==> config.mk <==
export PLATFORM = sky130hd
export DESIGN_NAME = regfile_scoreboard_flat
export DESIGN_NICKNAME = d
export VERILOG_FILES = /design/src/rtl/rf_pkg.sv /design/src/rtl/regfile_scoreboard_if.sv /design/src/rtl/rf_pend_ctr.sv /design/src/rtl/regfile_scoreboard.sv /design/src/flat_wrapper.sv
export SDC_FILE = /design/constraint.sdc
export NUM_CORES = 1
export LEC_CHECK = 0
export BUFFER_PORTS_ARGS = -buffer_cell sky130_fd_sc_hd__buf_2
export CAP_MARGIN = 20
export CORE_UTILIZATION = 56
export CTS_BUF_LIST = sky130_fd_sc_hd__clkbuf_16
export DETAILED_ROUTE_END_ITERATION = 16
export HOLD_SLACK_MARGIN = 0.03
export PLACE_DENSITY = 0.73
export SYNTH_ARGS = -nofsm -noshare
export SYNTH_HDL_FRONTEND = slang
export SYNTH_SLANG_ARGS = --single-unit
==> constraint.sdc <==
create_clock -name clk -period 5.6 [get_ports clk]
set_input_delay 0.56 -clock clk [delete_from_list [all_inputs] [get_ports clk]]
set_output_delay 0.56 -clock clk [all_outputs]
set_load 0.01 [all_outputs]
==> src/rtl/rf_pkg.sv <==
// Shared defaults, pending-count type and bypass match helper for the
// decode-stage register file with per-register write scoreboard.
package rf_pkg;

  localparam int RF_DATA_W   = 16;
  localparam int RF_NUM_REGS = 16;
  localparam int RF_NUM_RD   = 2;
  localparam int RF_MAX_PEND = 3;
  // Widest register index the bypass helper compares; callers zero-extend.
  localparam int RF_ADDR_MAX = 8;

  typedef logic [1:0] pend_t;

  function automatic logic rf_bypass_sel(
    input logic                   wr_en,
    input logic [RF_ADDR_MAX-1:0] wr_addr,
    input logic [RF_ADDR_MAX-1:0] rd_addr
  );
    return wr_en && (wr_addr == rd_addr);
  endfunction

endpackage

==> src/rtl/regfile_scoreboard_if.sv <==
// Bundle of read ports, writeback, reservation and flush signals between the
// decode/hazard logic (master) and the register file (slave).
interface regfile_scoreboard_if #(
  parameter int DATA_W   = 16,
  parameter int NUM_REGS = 16,
  parameter int NUM_RD   = 2,
  parameter int ADDR_W   = $clog2(NUM_REGS)
);

  logic [NUM_RD*ADDR_W-1:0] rd_addr;
  logic [NUM_RD*DATA_W-1:0] rd_data;
  logic [NUM_RD-1:0]        rd_ready;
  logic                     wr_en;
  logic [ADDR_W-1:0]        wr_addr;
  logic [DATA_W-1:0]        wr_data;
  // Reservation handshake: rsv_en is the valid, rsv_ack the combinational
  // ready. A reservation transfers only in a cycle where both are high; the
  // requester must hold rsv_en and rsv_addr stable until it sees rsv_ack.
  logic                     rsv_en;
  logic [ADDR_W-1:0]        rsv_addr;
  logic                     rsv_ack;
  logic                     flush;
  logic                     wb_err;

  modport master (
    output rd_addr, wr_en, wr_addr, wr_data, rsv_en, rsv_addr, flush,
    input  rd_data, rd_ready, rsv_ack, wb_err
  );

  modport slave (
    input  rd_addr, wr_en, wr_addr, wr_data, rsv_en, rsv_addr, flush,
    output rd_data, rd_ready, rsv_ack, wb_err
  );

endinterface

==> src/rtl/rf_pend_ctr.sv <==
// Per-register outstanding-write counter: saturates at MAX_PEND, floors at 0,
// and a simultaneous reserve and release leaves the count unchanged.
module rf_pend_ctr
  import rf_pkg::*;
#(
  parameter int MAX_PEND = RF_MAX_PEND
) (
  input  logic  clk,
  input  logic  rst,
  input  logic  inc_i,
  input  logic  dec_i,
  input  logic  flush_i,
  output pend_t cnt_o,
  output logic  zero_o
);

  pend_t cnt_q, cnt_d;
  logic  dec_eff;

  always_comb begin
    cnt_d   = cnt_q;
    // A release only counts against an outstanding reservation.
    dec_eff = dec_i && (cnt_q != '0);
    if (flush_i) begin
      cnt_d = '0;
    end else if (inc_i && !dec_eff) begin
      if (int'(cnt_q) < MAX_PEND) cnt_d = cnt_q + 2'd1;
    end else if (dec_eff && !inc_i) begin
      cnt_d = cnt_q - 2'd1;
    end
  end

  always_ff @(posedge clk) begin
    if (rst) cnt_q <= '0;
    else     cnt_q <= cnt_d;
  end

  assign cnt_o  = cnt_q;
  assign zero_o = (cnt_q == '0);

endmodule

==> src/rtl/regfile_scoreboard.sv <==
// Register file with combinational read ports, same-cycle writeback bypass and
// a per-register pending-write scoreboard driving per-port operand-ready.
module regfile_scoreboard
  import rf_pkg::*;
#(
  parameter int DATA_W   = RF_DATA_W,
  parameter int NUM_REGS = RF_NUM_REGS,
  parameter int ADDR_W   = $clog2(NUM_REGS),
  parameter int NUM_RD   = RF_NUM_RD,
  parameter int MAX_PEND = RF_MAX_PEND,
  parameter int ZERO_REG = 1
) (
  input logic                 clk,
  input logic                 rst,
  regfile_scoreboard_if.slave bus
);

  logic [DATA_W-1:0]   regs_q [NUM_REGS];
  pend_t               pend   [NUM_REGS];
  logic [NUM_REGS-1:0] pend_zero, inc, dec;
  logic                wb_err_q, wb_err_d;
  logic                wr_live, rsv_is_zero, rsv_room, rsv_ack;
  pend_t               rsv_pend;

  always_comb begin
    wr_live     = bus.wr_en && !((ZERO_REG != 0) && (bus.wr_addr == '0));
    rsv_is_zero = (ZERO_REG != 0) && (bus.rsv_addr == '0);
    rsv_pend    = pend[bus.rsv_addr];
    // A writeback releasing the same register frees one slot this cycle.
    rsv_room    = (int'(rsv_pend) < MAX_PEND) ||
                  (wr_live && (bus.wr_addr == bus.rsv_addr) && (rsv_pend != '0));
    rsv_ack     = bus.rsv_en && !bus.flush && !rst && (rsv_is_zero || rsv_room);
    wb_err_d    = wb_err_q || (wr_live && pend_zero[bus.wr_addr]);
  end

  for (genvar i = 0; i < NUM_REGS; i++) begin : g_pend
    assign inc[i] = rsv_ack && !rsv_is_zero && (bus.rsv_addr == ADDR_W'(i));
    assign dec[i] = wr_live && (bus.wr_addr == ADDR_W'(i));

    rf_pend_ctr #(.MAX_PEND(MAX_PEND)) u_ctr (
      .clk     (clk),
      .rst     (rst),
      .inc_i   (inc[i]),
      .dec_i   (dec[i]),
      .flush_i (bus.flush),
      .cnt_o   (pend[i]),
      .zero_o  (pend_zero[i])
    );
  end

  always_ff @(posedge clk) begin
    if (rst) begin
      for (int i = 0; i < NUM_REGS; i++) regs_q[i] <= '0;
      wb_err_q <= 1'b0;
    end else begin
      if (wr_live) regs_q[bus.wr_addr] <= bus.wr_data;
      wb_err_q <= wb_err_d;
    end
  end

  for (genvar k = 0; k < NUM_RD; k++) begin : g_rd
    logic [ADDR_W-1:0] ra;
    logic [DATA_W-1:0] rdata;
    logic              rrdy, byp;

    assign ra = bus.rd_addr[k*ADDR_W +: ADDR_W];

    always_comb begin
      byp   = rf_bypass_sel(bus.wr_en, RF_ADDR_MAX'(bus.wr_addr), RF_ADDR_MAX'(ra));
      rdata = regs_q[ra];
      rrdy  = (pend[ra] == '0);
      if ((ZERO_REG != 0) && (ra == '0)) begin
        rdata = '0;
        rrdy  = 1'b1;
      end else if (byp) begin
        rdata = bus.wr_data;
        rrdy  = (pend[ra] == '0) || (pend[ra] == 2'd1);
      end
    end

    assign bus.rd_data[k*DATA_W +: DATA_W] = rdata;
    assign bus.rd_ready[k]                 = rrdy;
  end

  assign bus.rsv_ack = rsv_ack;
  assign bus.wb_err  = wb_err_q;

endmodule

==> src/flat_wrapper.sv <==
// flat-port wrapper written by rule: the top's interface ports become plain ports
module regfile_scoreboard_flat import rf_pkg::*;
#(
  parameter int DATA_W   = RF_DATA_W,
  parameter int NUM_REGS = RF_NUM_REGS,
  parameter int ADDR_W   = $clog2(NUM_REGS),
  parameter int NUM_RD   = RF_NUM_RD,
  parameter int MAX_PEND = RF_MAX_PEND,
  parameter int ZERO_REG = 1
)
  (clk, rst, bus_rd_addr, bus_wr_en, bus_wr_addr, bus_wr_data, bus_rsv_en, bus_rsv_addr, bus_flush, bus_rd_data, bus_rd_ready, bus_rsv_ack, bus_wb_err);
  regfile_scoreboard_if #(.DATA_W(DATA_W), .NUM_REGS(NUM_REGS), .NUM_RD(NUM_RD), .ADDR_W(ADDR_W)) bus_i ();
  input logic clk;
  input logic rst;
  input wire logic [$bits(bus_i.rd_addr)-1:0] bus_rd_addr;
  input wire logic [$bits(bus_i.wr_en)-1:0] bus_wr_en;
  input wire logic [$bits(bus_i.wr_addr)-1:0] bus_wr_addr;
  input wire logic [$bits(bus_i.wr_data)-1:0] bus_wr_data;
  input wire logic [$bits(bus_i.rsv_en)-1:0] bus_rsv_en;
  input wire logic [$bits(bus_i.rsv_addr)-1:0] bus_rsv_addr;
  input wire logic [$bits(bus_i.flush)-1:0] bus_flush;
  output wire logic [$bits(bus_i.rd_data)-1:0] bus_rd_data;
  output wire logic [$bits(bus_i.rd_ready)-1:0] bus_rd_ready;
  output wire logic [$bits(bus_i.rsv_ack)-1:0] bus_rsv_ack;
  output wire logic [$bits(bus_i.wb_err)-1:0] bus_wb_err;
  assign bus_i.rd_addr = bus_rd_addr;
  assign bus_i.wr_en = bus_wr_en;
  assign bus_i.wr_addr = bus_wr_addr;
  assign bus_i.wr_data = bus_wr_data;
  assign bus_i.rsv_en = bus_rsv_en;
  assign bus_i.rsv_addr = bus_rsv_addr;
  assign bus_i.flush = bus_flush;
  assign bus_rd_data = bus_i.rd_data;
  assign bus_rd_ready = bus_i.rd_ready;
  assign bus_rsv_ack = bus_i.rsv_ack;
  assign bus_wb_err = bus_i.wb_err;
  regfile_scoreboard #(.DATA_W(DATA_W), .NUM_REGS(NUM_REGS), .ADDR_W(ADDR_W), .NUM_RD(NUM_RD), .MAX_PEND(MAX_PEND), .ZERO_REG(ZERO_REG)) u_core (.clk(clk), .rst(rst), .bus(bus_i));
endmodule
==> results of run 1 <==
power breakdown:
part           switching, mW  internal [mW]  leakage (nW)
sequential            0.0605           2.46          2.72
clock                  0.912           1.34         0.557
combinational          0.394          0.315          3.05
registers in the layout, indices dropped and copies added, names as in the netlist:
| name | count |
|---|---|
| u_core.regs_q | 256 |
| u_core.g_pend.u_ctr.cnt_o | 32 |
| u_core.bus.wb_err | 1 |
metrics by stage:
stage / utilization, % / setup slack [ps]
after floorplan: - / 2860
after global placement: 59.4 / 1820
after detailed placement: 59.5 / 1780
after CTS: 63.2 / 1780
after global routing: 63.2 / 1690
final: 63.2 / 1840
worst max-delay path by stage:
stage,slack [ps],end,depth (start not counted)
floorplan,2860,bus_rd_data[0],6
global placement,1820,bus_rd_data[17],7
detailed placement,1780,bus_rd_data[5],7
CTS,1780,bus_rd_data[5],7
global route,1690,bus_rd_data[5],7
finish,1840,bus_rd_data[5],7
cell usage after synthesis, types with 9 or more instances:
cell,n
sky130_fd_sc_hd__edfxtp_1,256
sky130_fd_sc_hd__and2_1,240
sky130_fd_sc_hd__nand3_1,15
sky130_fd_sc_hd__inv_1,9
sky130_fd_sc_hd__mux2_2,17
sky130_fd_sc_hd__nand2_1,57
sky130_fd_sc_hd__buf_6,10
sky130_fd_sc_hd__mux4_2,179
sky130_fd_sc_hd__nor3_1,14
sky130_fd_sc_hd__dfxtp_1,33
sky130_fd_sc_hd__nor2_1,90
sky130_fd_sc_hd__or2_2,16
sky130_fd_sc_hd__o21ai_0,19
sky130_fd_sc_hd__a21oi_1,29
sky130_fd_sc_hd__buf_4,12
sky130_fd_sc_hd__buf_2,27
sky130_fd_sc_hd__clkbuf_1,49
sky130_fd_sc_hd__nor2b_1,10
sky130_fd_sc_hd__mux2i_1,32
cell type report:
type                    count  share of cell area (%)
diodes                      1                  0.0132
well taps                 390                    2.58
inverters                  11                   0.218
flip-flops and latches    289                    44.1
clock inverters            27                    1.77
multi-input cells         858                    44.5
repair buffers             90                    2.71
clock buffers              31                    4.10
worst min-delay path, delay by kind of cell:
family / cells / cell delay (ps)
compound gates: 1 / 70
buf+inv: 1 / 130
simple gates: 2 / 160
routing by layer:
layer | GRT usage (%) | vias to the layer above
met4 | 14.5 | 0
met1 | 42.5 | 5873
li1 | - | 4821
met3 | 5.81 | 161
met5 | 0 | -
met2 | 51.8 | 721
logic make-up after synthesis:
kind of cell | count (synthesis) | synth area share (%)
XOR/XNOR | 11 | 0.560
other | 1 | 0.0218
buffers and inverters | 113 | 3.36
AND/OR/NAND/NOR | 485 | 15.9
multiplexers | 237 | 27.0
AO/OA/AOI/OAI | 109 | 4.64
flip-flops | 289 | 48.5
==> results.py, run 1 <==
metrics = {
    "global_routing": {
        "wire_length_of_the_first_global_routing_pass_microns": 72700,
        "grt.overflow.total": 0,
        "grt_antenna_before_repair": 1,
        "globalRouteTotalUtil_pct": 32.1,
        "largest_net_degree_at_the_start_of_global_routing": 52,
        "first_global_vias": 11500,
    },
    "logic_synthesis": {
        "synth-edff-count": 256,
        "sequential_element_share_of_the_synthesized_area_pct": 48.5,
        "synth_warn": 0,
        "synth.distinct_cells": 64,
        "synth_largest_area_cell": "sky130_fd_sc_hd__edfxtp_1",
        "yosysTopAreaCellShare_pct": 44.6,
        "syn_avg_cell_area_sq_um": 13.8,
        "async_reset_ff_share_pct": 0,
        "synth_seq_cells": 289,
        "postSynth.topFlopCell": "sky130_fd_sc_hd__edfxtp_1",
        "post_synth_main_area_contributors": "sky130_fd_sc_hd__edfxtp_1, sky130_fd_sc_hd__mux4_2, sky130_fd_sc_hd__and2_1, sky130_fd_sc_hd__dfxtp_1, sky130_fd_sc_hd__nor2_1",
        "postSynthCellCount": 1245,
        "netlist_area_sq_um": 17200,
    },
    "floorplanning": {
        "die_footprint_sq_um": 31500,
        "start_util_pct": 57.5,
        "placementRows": 63,
        "die_height_microns": 177,
        "boundaryPins": 73,
        "die_width_microns": 177,
        "core-area_sq_um": 30000,
    },
    "placement": {
        "numPortBuffers": 72,
        "post_detailed_placement_half_perimeter_wirelength_microns": 29600,
        "dpl.cell_count": 1638,
        "postPlaceCellArea_sq_um": 17800,
        "finalWeightedCongestion": 0.860,
    },
    "pwr": {
        "power_dens_cells_nw_per_um2": 290,
        "power.ir.vdd_worst_mv": 0.279,
        "totalPowerFinal_mw": 5.48,
        "leakage_nw": 6.33,
    },
    "layout": {
        "final_layout_size_suffix_gt1_share_pct": 30.9,
        "area.sequential_sq_um": 8350,
        "number_of_cells_in_the_finished_layout_apart_from_fillers": 1697,
        "finalNetCount": 1318,
        "finalInstanceArea_sq_um": 18900,
        "mostFrequentLayoutCell": "sky130_fd_sc_hd__edfxtp_1",
        "footprint_of_the_multi_input_gates_sq_um": 8420,
        "area_delta_synth_final_pct": 9.88,
        "highest_count_cells_in_the_layout_ignoring_fill_and_taps": "sky130_fd_sc_hd__edfxtp_1, sky130_fd_sc_hd__and2_1, sky130_fd_sc_hd__mux4_2",
        "final.fill_count": 2192,
    },
    "clock_network": {
        "post_cts.repair.setup_buffers": 0,
        "max-clock-path-buffers": 3,
        "cts_resized": 0,
        "clk-insertion-delay-late_ps": 590,
        "clock_tree.root_cell": "sky130_fd_sc_hd__clkbuf_16",
        "numClockSinks": 289,
        "cts_buf_count": 31,
        "clock_tree.htree_level_count": 1,
        "cts.clk_slew.worst_paths_ps": 60,
        "cts_hold_repair.buffers": 0,
        "cts_tree": "done",
    },
    "worst_setup_path": {
        "critical_path_peak_fanout": 36,
        "rr_worst_depth": 7,
        "startpoint": "bus_rd_addr[0]",
        "regToRegEndpoint": "u_core.g_pend[10].u_ctr.cnt_o[0]",
        "critPathArrivalTime_ps": 3200,
        "worst-setup-path-type": "input port to output pin",
        "crit_path_cell_trace": "buf_4 -> buf_4 -> mux4_2 -> mux4_2 -> mux2i_1 -> nor2_1 -> buf_2",
        "timing.critical_path.slowest_cell_delay_ps": 590,
        "worstPathRequired_ps": 5040,
        "critPathTopFamily": "buffers and inverters",
        "timing.critical_path.slowest_stage_cell": "sky130_fd_sc_hd__mux4_2",
        "worst_setup_path_end_kind": "output pin",
        "critical_path.startpoint_type": "input port",
        "worstPathBufferInverterCount": 3,
        "rr_startpoint": "u_core.g_pend[8].u_ctr.cnt_o[0]",
        "r2r_slack_ps": 3400,
    },
    "min_path": {
        "hold_depth": 4,
        "hold_class": "input port to register",
        "whs_endpoint": "u_core.g_pend[1].u_ctr.cnt_o[0]",
        "hold_path.startpoint": "bus_flush",
    },
    "run": {
        "cap_viol_max_count": 0,
    },
    "sta": {
        "fin_crit_ps": 3760,
        "period_share_pct": 67.1,
        "fmax_mhz": 266,
        "hold_viol_final": 0,
        "slew_headroom_pct": 18.6,
        "fin_setup_tns_ps": 0,
        "finalClockSkew_ps": 14.7,
        "finalSetupViolations": 0,
        "rsz0062_at_grt": "false",
        "timing_worst_slew_pin_value_ps": 1220,
        "timing_max_transition_violations_final": 0,
        "worst_hold_slack_ps": 379,
    },
    "detailed_routing": {
        "drtIter0Drc": 1432,
        "avgViaCountPerCell": 6.82,
        "met2RoutedLength_microns": 23900,
        "topRoutingLayerUsed": "met4",
        "met3_length_microns": 4600,
        "detail_route.wl_per_cell_microns": 29.1,
        "via_count": 11600,
        "detail_route.wirelength_microns": 49400,
        "drt-met1-wl_microns": 18600,
        "drt.antenna.violating_nets": 0,
        "number_of_search_and_repair_iterations_in_the_first_detailed_routing_pass": 5,
        "detail_route.drc_violations": 0,
    },
    "run_status": {
        "run_status": "completed",
    },
}
(Power assumes the default switching activity.)
==> run 2, diff against run 1 <==
clock period = 3.6 ns   (was 5.6 ns; I/O delays follow)
==> results.py, run 2 (synthesis results as in run 1) <==
metrics = {
    "layout": {
        "area_delta_synth_final_pct": 10.4,
        "antenna_cells": 0,
        "finalNetCount": 1339,
        "max_flop_register": "u_core.regs_q",
        "highest_count_cells_in_the_layout_ignoring_fill_and_taps": "sky130_fd_sc_hd__edfxtp_1, sky130_fd_sc_hd__and2_1, sky130_fd_sc_hd__mux4_2",
        "largest_register_ffs": 256,
        "mostFrequentLayoutCell": "sky130_fd_sc_hd__edfxtp_1",
        "final.fill_count": 2215,
        "final_layout_size_suffix_gt1_share_pct": 31.7,
    },
    "sta": {
        "fin_crit_ps": 2960,
        "hold_viol_final": 0,
        "timing_max_transition_violations_final": 0,
        "timing_worst_slew_pin_value_ps": 1070,
        "slew_headroom_pct": 28.3,
        "worst_hold_slack_ps": 184,
        "fmax_mhz": 338,
        "period_share_pct": 82.1,
        "finalClockSkew_ps": 16.7,
        "finalSetupViolations": 0,
        "rsz0062_at_grt": "false",
        "fin_setup_tns_ps": 0,
    },
    "clock_network": {
        "clock_tree.htree_level_count": 1,
        "clock_tree.root_cell": "sky130_fd_sc_hd__clkbuf_16",
        "cts_hold_repair.buffers": 0,
        "cts_buf_count": 31,
        "cts.clk_slew.worst_paths_ps": 70,
        "max-clock-path-buffers": 3,
        "cts_resized": 0,
        "clk-insertion-delay-late_ps": 600,
        "post_cts.repair.setup_buffers": 0,
        "cts_tree": "done",
        "numClockSinks": 289,
    },
    "placement": {
        "post_detailed_placement_half_perimeter_wirelength_microns": 30900,
        "numPortBuffers": 72,
        "finalWeightedCongestion": 0.841,
    },
    "detailed_routing": {
        "detail_route.wl_per_cell_microns": 28.7,
        "detail_route.drc_violations": 0,
        "drt.antenna.violating_nets": 0,
        "avgViaCountPerCell": 6.76,
        "number_of_search_and_repair_iterations_in_the_first_detailed_routing_pass": 7,
        "via_count": 11600,
        "detail_route.wirelength_microns": 49300,
        "drtIter0Drc": 1313,
    },
    "worst_setup_path": {
        "worstPathRequired_ps": 3240,
        "critPathArrivalTime_ps": 2600,
        "worst_setup_path_end_kind": "output pin",
        "critical_path_peak_fanout": 37,
        "worst-setup-path-type": "input port to output pin",
        "critical_path.startpoint_type": "input port",
    },
    "floorplanning": {
        "boundaryPins": 73,
        "start_util_pct": 57.5,
        "die_height_microns": 177,
        "core-area_sq_um": 30000,
        "die_width_microns": 177,
        "die_footprint_sq_um": 31500,
        "placementRows": 63,
    },
    "pwr": {
        "switching_share_of_power_pct": 25.9,
        "power_dens_cells_nw_per_um2": 436,
        "switching_power_mw": 2.15,
        "power.ir.vdd_worst_mv": 0.380,
        "leakage_nw": 6.38,
        "p_clk_share_pct": 39.1,
        "combPwrFrac_pct": 13.5,
        "internal_power_mw": 6.14,
        "power.sequential.fraction_pct": 47.4,
    },
    "global_routing": {
        "wire_length_of_the_first_global_routing_pass_microns": 72400,
        "largest_net_degree_at_the_start_of_global_routing": 45,
        "globalRouteTotalUtil_pct": 32.2,
        "grt.overflow.total": 0,
        "first_global_vias": 11400,
        "grt_antenna_before_repair": 0,
    },
    "min_path": {
        "hold_class": "input port to register",
    },
    "run": {
        "cap_viol_max_count": 0,
    },
    "run_status": {
        "run_status": "completed",
    },
}
## run 2: cell types whose count changed in the layout (fill, tap and decap cells not counted), moves of 2 or more
cell / change
sky130_fd_sc_hd__buf_12: +5
sky130_fd_sc_hd__buf_4: +17
sky130_fd_sc_hd__bufinv_16: -4
sky130_fd_sc_hd__clkinv_2: +2
sky130_fd_sc_hd__clkinvlp_4: +5
sky130_fd_sc_hd__inv_1: -4
sky130_fd_sc_hd__nor2_1: +7
sky130_fd_sc_hd__nor2_2: -7
sky130_fd_sc_hd__nor3_2: +3
sky130_fd_sc_hd__nor3_4: -3
## run 2: worst max-delay path: stages
cell,delay [ps]
sky130_fd_sc_hd__buf_4,520
sky130_fd_sc_hd__buf_4,380
sky130_fd_sc_hd__mux4_2,330
sky130_fd_sc_hd__mux4_2,480
sky130_fd_sc_hd__mux2i_1,220
sky130_fd_sc_hd__nor2_1,110
sky130_fd_sc_hd__buf_2,160
## run 2: metrics by stage
step / power [mW] / instance area (sq um) / instances / worst slack [ps] / utilization (%)
5_1_grt: 8.49 / 19000 / 1716 / 540 / 63.5
3_3_place_gp: 5.07 / 18000 / 1659 / 702 / 60.0
4_1_cts: 8.30 / 19000 / 1716 / 650 / 63.5
2_1_floorplan: 4.72 / 17300 / 1260 / 1260 / -
6_report: 8.29 / 19000 / 1716 / 643 / 63.5
3_5_place_dp: 5.10 / 18000 / 1659 / 660 / 60.0
## run 2: metal layers
metal / track usage [%] / vias to the layer above / share of wire [%]
met5: 0 / - / 0
met4: 14.8 / 0 / 5.0
met3: 5.27 / 161 / 9.6
met2: 52.3 / 707 / 48
met1: 42.6 / 5868 / 37
li1: - / 4870 / -
## run 2: power by group through the flow
stage               clock, mW  combinational (mW)  sequential, mW
detailed placement          0                1.11            3.99
global placement            0                1.09            3.98
finish                   3.24                1.12            3.93
floorplan                   0               0.767            3.95
CTS                      3.26                1.11            3.92
global route             3.37                1.17            3.95
## run 2: cell type report
type	count	area, sq um	area share [%]
Sequential cell	289	8350	43.9
Clock buffer	31	776	4.08
Clock inverter	26	246	1.30
Inverter	11	41.3	0.217
Tap cell	390	488	2.57
Multi-Input combinational cell	858	8380	44.1
Timing Repair Buffer	111	726	3.82
## run 2: worst paths after layout
| path | from | end | slack (ps) | cells past startpoint |
|---|---|---|---|---|
| max reg2reg | u_core.g_pend[8].u_ctr.cnt_o[0] | u_core.g_pend[10].u_ctr.cnt_o[0] | 1410 | 7 |
| max | bus_rd_addr[1] | bus_rd_data[5] | 640 | 7 |
| min reg2reg | u_core.g_pend[0].u_ctr.cnt_o[1] | u_core.g_pend[0].u_ctr.cnt_o[1] | 490 | 2 |
| min | bus_flush | u_core.g_pend[1].u_ctr.cnt_o[0] | 180 | 4 |
